$ cat config.mk
export PLATFORM = sky130hd
export DESIGN_NAME = seq_divider
export DESIGN_NICKNAME = d
export VERILOG_FILES = /design/src/rtl/seq_divider.sv
export SDC_FILE = /design/constraint.sdc
export NUM_CORES = 1
export LEC_CHECK = 0
export ABC_CLOCK_PERIOD_IN_PS = 4450
export CAP_MARGIN = 10
export CELL_PAD_IN_SITES_DETAIL_PLACEMENT = 1
export CELL_PAD_IN_SITES_GLOBAL_PLACEMENT = 1
export CORE_MARGIN = 2
export CORE_UTILIZATION = 39
export DETAILED_ROUTE_END_ITERATION = 7
export PLACE_DENSITY = 0.76
export SETUP_SLACK_MARGIN = 0.5
export SLEW_MARGIN = 10
export SYNTH_ARGS = -nofsm -noshare
export SYNTH_HDL_FRONTEND = slang
export SYNTH_SLANG_ARGS = --single-unit
$ cat constraint.sdc
create_clock -name clk -period 4.45 [get_ports clk]
set_input_delay 0.445 -clock clk [delete_from_list [all_inputs] [get_ports clk]]
set_output_delay 0.445 -clock clk [all_outputs]
set_load 0.01 [all_outputs]
$ cat src/rtl/seq_divider.sv
// Restoring divider, signed/unsigned, one quotient bit per cycle; done 33 cycles after start (1 for divide-by-zero).
// No backpressure: start is honoured only in IDLE and ignored while busy or in the DONE cycle.
module seq_divider #(
  parameter int WIDTH = 32
) (
  input  logic             clk,
  input  logic             reset_n,
  input  logic             start,
  input  logic             is_signed,
  input  logic [WIDTH-1:0] dividend,
  input  logic [WIDTH-1:0] divisor,
  output logic             busy,
  output logic             done,
  output logic [WIDTH-1:0] quotient,
  output logic [WIDTH-1:0] remainder
);

  localparam logic [1:0] S_IDLE = 2'd0;
  localparam logic [1:0] S_RUN  = 2'd1;
  localparam logic [1:0] S_DONE = 2'd2;

  logic [1:0]       r_state;
  logic [5:0]       r_cnt;
  logic [WIDTH-1:0] r_rem;
  logic [WIDTH-1:0] r_quo;
  logic [WIDTH-1:0] r_dvs;
  logic             r_qneg;
  logic             r_rneg;
  logic [WIDTH-1:0] r_quotient;
  logic [WIDTH-1:0] r_remainder;

  logic             w_dvd_neg;
  logic             w_dvs_neg;
  logic [WIDTH-1:0] w_dvd_mag;
  logic [WIDTH-1:0] w_dvs_mag;
  logic [WIDTH:0]   w_shift;
  logic [WIDTH:0]   w_diff;
  logic             w_lt;
  logic [WIDTH-1:0] w_rem_nxt;
  logic [WIDTH-1:0] w_quo_nxt;
  logic [WIDTH-1:0] w_quo_fin;
  logic [WIDTH-1:0] w_rem_fin;
  logic             w_last;

  assign w_dvd_neg = is_signed & dividend[WIDTH-1];
  assign w_dvs_neg = is_signed & divisor[WIDTH-1];
  assign w_dvd_mag = w_dvd_neg ? -dividend : dividend;
  assign w_dvs_mag = w_dvs_neg ? -divisor  : divisor;

  // r_quo starts as the dividend magnitude and fills with quotient bits from the LSB.
  assign w_shift   = {r_rem, r_quo[WIDTH-1]};
  assign w_diff    = w_shift - {1'b0, r_dvs};
  assign w_lt      = w_diff[WIDTH];
  assign w_rem_nxt = w_lt ? w_shift[WIDTH-1:0] : w_diff[WIDTH-1:0];
  assign w_quo_nxt = {r_quo[WIDTH-2:0], ~w_lt};
  assign w_quo_fin = r_qneg ? -w_quo_nxt : w_quo_nxt;
  assign w_rem_fin = r_rneg ? -w_rem_nxt : w_rem_nxt;
  assign w_last    = (r_cnt == 6'(WIDTH-1));

  always_ff @(posedge clk or negedge reset_n) begin
    if (!reset_n) begin
      r_state     <= S_IDLE;
      r_cnt       <= '0;
      r_rem       <= '0;
      r_quo       <= '0;
      r_dvs       <= '0;
      r_qneg      <= 1'b0;
      r_rneg      <= 1'b0;
      r_quotient  <= '0;
      r_remainder <= '0;
    end else begin
      case (r_state)
        S_IDLE: begin
          if (start) begin
            r_cnt  <= '0;
            r_rem  <= '0;
            r_quo  <= w_dvd_mag;
            r_dvs  <= w_dvs_mag;
            r_qneg <= w_dvd_neg ^ w_dvs_neg;
            r_rneg <= w_dvd_neg;
            if (divisor == '0) begin
              r_state     <= S_DONE;
              r_quotient  <= '1;
              r_remainder <= dividend;
            end else begin
              r_state <= S_RUN;
            end
          end
        end
        S_RUN: begin
          r_rem <= w_rem_nxt;
          r_quo <= w_quo_nxt;
          r_cnt <= r_cnt + 6'd1;
          if (w_last) begin
            r_state     <= S_DONE;
            r_quotient  <= w_quo_fin;
            r_remainder <= w_rem_fin;
          end
        end
        S_DONE:  r_state <= S_IDLE;
        default: r_state <= S_IDLE;
      endcase
    end
  end

  assign busy      = (r_state != S_IDLE);
  assign done      = (r_state == S_DONE);
  assign quotient  = r_quotient;
  assign remainder = r_remainder;

endmodule

After elaboration in Yosys (flattened, before gate mapping)
Index checks and enable logic that the tools add are counted.
{ "totals": {"ff_bits": 170, "out_inout_bits": 66, "in_bits": 68, "wordCells": 56} }
{ "classes": {"eq_ne": 6, "mux": 23, "n_bitwise": 4, "n_reduce_logical": 8, "n_addsub": 6} }
{ "ops": {"columns": ["cell", "n"], "rows": [
  ["two-way mux 32 bit", 13],
  ["one-hot mux 32 bit (2 select lines)", 4],
  ["negator 32 bit", 4],
  ["subtractor 33 x 32 -> 33 bit", 1],
  ["zero test 32 bit", 1],
  ["one-hot mux 6 bit (2 select lines)", 1],
  ["adder 6 x 1 -> 6 bit (second input constant)", 1],
  ["== test 6 x 5 -> 1 bit (second input constant)", 1],
  ["two-way mux 2 bit", 3],
  ["two-way mux 6 bit", 1],
  ["inequality test 2 bit (second input constant)", 3],
  ["AND reduction 2 bit", 3],
  ["one-hot mux 2 bit (2 select lines)", 1],
  ["AND reduction 4 bit", 1],
  ["nonzero test 2 bit", 2],
  ["AND 1 bit", 2],
  ["== test 2 x 1 -> 1 bit (second input constant)", 1],
  ["== test 2 bit (second input constant)", 1],
  ["zero test 2 bit", 1],
  ["NOT 1 bit", 1],
  ["bitwise XOR 1 bit", 1]
]} }

Depth between registers and ports, before layout
{ "logic_depth": {"word_depth": 6, "mapped_depth": 23, "ltp_nobuf": 21} }

Worst setup path before layout
Ideal clock, no wire load.
{ "synth_timing": {"path_kind": "reg-to-reg", "startpoint": "reg r_quo[31]", "endpoint": "reg r_remainder[28], in the netlist remainder[28]", "path_stages_with_launch": 22, "slack_ps": -28, "t_required_ps": 4319, "arrival_time_ps": 4347, "cell_sequence": "dfrtp_1 inv_1 ha_1 inv_1 fa_1 a211oi_2 nor3_2 o211ai_1 a21boi_0 o211a_1 inv_2 buf_2 buf_2 mux2i_1 ha_1 o211ai_1 nor4_1 a41o_1 nand2_1 o31ai_2 nor4_1 or3_1"} }
{ "synth_between": {"elab_chain_len": 6} }
{ "synth_lines": {"columns": ["item", "line_no", "text"], "rows": [
  ["from (decl)", "25", "logic [WIDTH-1:0] r_quo;"],
  ["from (signal assigned)", "77", "r_quo <= w_dvd_mag;"],
  ["from (signal assigned)", "92", "r_quo <= w_quo_nxt;"],
  ["subtractor 33 x 32 -> 33 bit", "52", "assign w_diff = w_shift - {1'b0, r_dvs};"],
  ["two-way mux 32 bit *", "54", "assign w_rem_nxt = w_lt ? w_shift[WIDTH-1:0] : w_diff[WIDTH-1:0];"],
  ["negator 32 bit", "57", "assign w_rem_fin = r_rneg ? -w_rem_nxt : w_rem_nxt;"],
  ["two-way mux 32 bit *", "57", null],
  ["two-way mux 32 bit *", "94", "if (w_last) begin"],
  ["one-hot mux 32 bit (2 select lines) *", "72", "case (r_state)"],
  ["to (signal assigned)", "84", "r_remainder <= dividend;"],
  ["to (signal assigned)", "97", "r_remainder <= w_rem_fin;"],
  ["to (decl)", "30", "logic [WIDTH-1:0] r_remainder;"]
]} }
Mark *: on every way between the ends. The rest lies on a longest branch, timed or not. The select of a mux whose other input is x is not followed.
A chain may end at the register's enable or synchronous reset.

Worst setup path after layout
Same ends and word-level chain as after synthesis.

==> impl_metrics.py <==
metrics = {
    "worst_setup_path": {
        "timing.critical_path.buf_inv": 3,
        "crit_cells": 19,
        "path_cells": "inv_2 -> ha_4 -> inv_2 -> fa_2 -> a211oi_2 -> nor3_2 -> o211ai_1 -> a21boi_1 -> o211a_1 -> inv_4 -> mux2i_2 -> ha_2 -> o211ai_1 -> nor4_2 -> a41o_1 -> nand2_2 -> o31ai_4 -> nor4_2 -> or3_1",
        "required_ns": 4.78,
        "cp-start-kind": "register",
        "r2r-end": "remainder[28]",
        "setup.worst_path.end": "remainder[28]",
        "max_stage_delay_ns": 0.39,
        "r2r_cells": 19,
        "arrival_ns": 4.51,
        "critPathMaxFanout": 5,
        "critPathTopFamily": "compound AO/OA/AOI/OAI gates",
        "critPathCaptureType": "register",
        "critical_path.slowest_cell": "dfrtp_1",
        "crit_type": "reg2reg",
        "rr_startpoint": "r_quo[31]",
        "crit_path_start": "r_quo[31]",
        "ff2ff_setup_slack_ns": 0.27,
    },
    "layout": {
        "postLayoutCoreUtil": 0.4942,
        "finish.net_count": 1783,
        "antenna_cells": 0,
        "syn_to_final_growth_pct": 25.52,
        "final_common_cell": "nand2_1",
        "seq_area_um2": 4259,
        "final_cell_mix": "nand2_1 (200), dfrtp_1 (166), o21ai_0 (153), nor2_1 (136), clkdlybuf4s50_1 (132)",
        "multi_input_area_um2": 8069,
        "fin_cells": 2092,
        "drive_gt1_frac": 0.1249,
        "fillers": 3717,
    },
    "logic_synthesis": {
        "synth.area.top_cells": "dfrtp_1 (35%), o21ai_0 (6.6%), nand2_1 (6.2%), xor2_1 (6.0%), a21oi_1 (4.9%)",
        "synth_top_family_by_area": "compound AO/OA/AOI/OAI gates",
        "synthMuxAreaShare": 0.02639,
        "syn-num-nets": 1651,
        "synth_fa_ha_area_frac": 0.03918,
        "synth_edf_count": 0,
        "synth_compound_area_frac": 0.2342,
        "synthCells": 1545,
        "synth_area_um2": 12330,
        "synth_ff_type": "dfrtp_1",
        "async_flop_share": 1.000,
        "avgSynthCellArea_um2": 7.979,
        "synthDistinctLibCells": 85,
        "synth-seq-cells": 170,
        "synth-xor-area-share": 0.09520,
        "yosysSeqAreaShare": 0.3451,
        "synth-simple-area-share": 0.2140,
        "synth_top_area_share": 0.3451,
        "yosysTopAreaCell": "dfrtp_1",
        "synth_warnings": 0,
    },
    "die": {
        "row_count": 65,
        "start_util": 0.3937,
        "core_um2": 31310,
        "io_pins": 134,
        "die_w_um": 181.8,
        "dieArea_um2": 33050,
        "die_y_um": 181.8,
    },
    "timing": {
        "maxSlewViolCount": 0,
        "min_period_over_period": 0.9403,
        "slew_headroom": 0.3089,
        "tightest_slew_ns": 1.037,
        "fmax_mhz": 239.0,
        "layout_min_cycle_time_ns": 4.184,
        "rsz0062_at_grt": "true",
        "setup_viol": 0,
        "hold_violations": 0,
        "worst_clock_skew_ns": 0.01057,
    },
    "power": {
        "powerDensity_nw_per_um2": 966.7,
        "p_seq_frac": 0.197,
        "sw_frac_of_total": 0.5180,
        "vdd_drop_max_v": 0.0005337,
        "p_leak_uw": 0.006127,
        "internal_power_uw": 7210,
        "power.total_uw": 14960,
        "pwr-share-comb": 0.703,
        "pwr-share-clk": 0.099,
        "p_switching_uw": 7749,
    },
    "grt": {
        "grt_first_pass_wirelength_mm": 65.88,
        "gr-usage-all-layers": 0.2491,
        "grt_remaining_overflow": 0,
        "grt_max_degree": 102,
        "grt_pass1_vias": 12252,
        "antenna_found_initial": 1,
    },
    "clocking": {
        "clockBufferDepth": 2,
        "clkTransAtPathRegs_ns": 0.07,
        "root_buffer": "clkbuf_16",
        "cts-buffers-inserted": 17,
        "cts_tree": "built",
        "cts_hold_buf": 0,
        "clk_latency_ns": 0.45,
        "cts-htree-levels": 4,
        "clock_sinks": 170,
    },
    "route": {
        "wl_per_cell_um": 19.90,
        "wl_mm": 41.63,
        "via_per_inst": 5.744,
        "drc": 0,
        "firstDrtPassIters": 5,
        "drt_iter0_markers": 828,
        "via_count": 12017,
        "postRouteAntennaNets": 0,
    },
    "placement": {
        "placedCellCount": 2034,
        "dp_hpwl_mm": 30.47,
        "io_buffers": 133,
        "place_congestion": 0.8737,
    },
    "flow_run": {
        "cap_violations": 0,
    },
    "run_status": {
        "status": "finished, final reports clean",
    },
    "min_path": {
        "hold_path.class": "in2async",
    },
}
-- logic make-up (layout without fill, tap and decap cells) --
| logic type | count (synthesis) | in the layout |
|---|---|---|
| buffers and inverters | 137 | 282 |
| and+or+nand+nor | 564 | 564 |
| DFF | 170 | 170 |
| xor gates and xnor gates | 134 | 134 |
| AOI/OAI and AO/OA | 470 | 470 |
| muxes | 32 | 32 |
| adders and majority gates | 38 | 38 |
-- flip-flops by register name (all words and copies together), names as in the netlist --
name       count
r_rem         32
r_cnt          6
quotient      32
r_qneg         1
r_dvs         32
r_quo         32
remainder     32
r_state        2
r_rneg         1
-- layer usage --
metal | share of wire | track usage
met1 | 0.46 | 0.3253
met3 | 0.038 | 0.04212
met4 | 0.020 | 0.05691
met2 | 0.48 | 0.4317
met5 | 0.00026 | 0
-- power by group through the flow --
stage / registers [uW] / logic [uW] / clock network, uW
2_1_floorplan: 2780 / 6500 / 0
4_1_cts: 2920 / 9890 / 1510
3_5_place_dp: 2930 / 9400 / 0
6_report: 2950 / 10500 / 1490
5_1_grt: 3060 / 11500 / 1580
3_3_place_gp: 2890 / 9180 / 0
-- per-stage QoR --
| stage | setup TNS [ns] | hold WS, ns | area (um^2) | setup slack (ns) |
|---|---|---|---|---|
| 3_5_place_dp | -0.04274 | 0.4709 | 14160 | -0.04274 |
| 4_1_cts | 0 | 0.1557 | 15140 | 0.3791 |
| 6_report | 0 | 0.1188 | 15470 | 0.2655 |
| 5_1_grt | 0 | 0.1801 | 15470 | 0.06735 |
| 2_1_floorplan | 0 | 0.1494 | 12360 | 0.2166 |
| 3_3_place_gp | 0 | 0.4618 | 14160 | 0.1883 |
-- how the worst min path moves through the flow --
| stage | from | end | slack (ns) | cells after the start |
|---|---|---|---|---|
| 6_report | reset_n | quotient[9] | 0.12 | 1 |
| 5_1_grt | reset_n | quotient[9] | 0.18 | 1 |
| 4_1_cts | reset_n | quotient[5] | 0.16 | 1 |
| 3_5_place_dp | r_dvs[7] | r_dvs[7] | 0.47 | 2 |
| 3_3_place_gp | r_dvs[7] | r_dvs[7] | 0.46 | 2 |
| 2_1_floorplan | reset_n | quotient[0] | 0.15 | 0 |
-- synthesized netlist by cell type (all sizes together) (5+ instances only) --
cell type / instances
o21a: 8
nand3: 57
o21ai: 171
nand2b: 11
a21o: 14
nor2b: 8
a31oi: 48
o31ai: 26
nor2: 140
o211ai: 9
a211oi: 6
or3: 27
nor3b: 5
xor2: 84
nand4: 9
buf: 30
ha: 37
mux2i: 28
dfrtp: 170
and3: 8
or4: 7
a21boi: 9
clkbuf: 57
xnor2: 50
and2: 11
a21oi: 125
inv: 48
nand2: 206
nor4: 23
o41ai: 11
nor3: 37
-- cell type report --
| cell class | count | area share |
|---|---|---|
| multi-input cells | 1238 | 0.5214 |
| repair buffers | 200 | 0.1218 |
| inverters | 50 | 0.01229 |
| clock inverters | 14 | 0.008409 |
| well taps | 402 | 0.03250 |
| clock buffers | 18 | 0.02838 |
| flip-flops and latches | 170 | 0.2752 |
-- repair_timing --
| item | CTS | global route |
|---|---|---|
| setup buffers | 16 | 10 |
| setup endpoints to repair | 23 | 27 |
| resized for setup | 53 | 56 |
| pin swaps | 16 | 32 |
(Power assumes the default switching activity.)
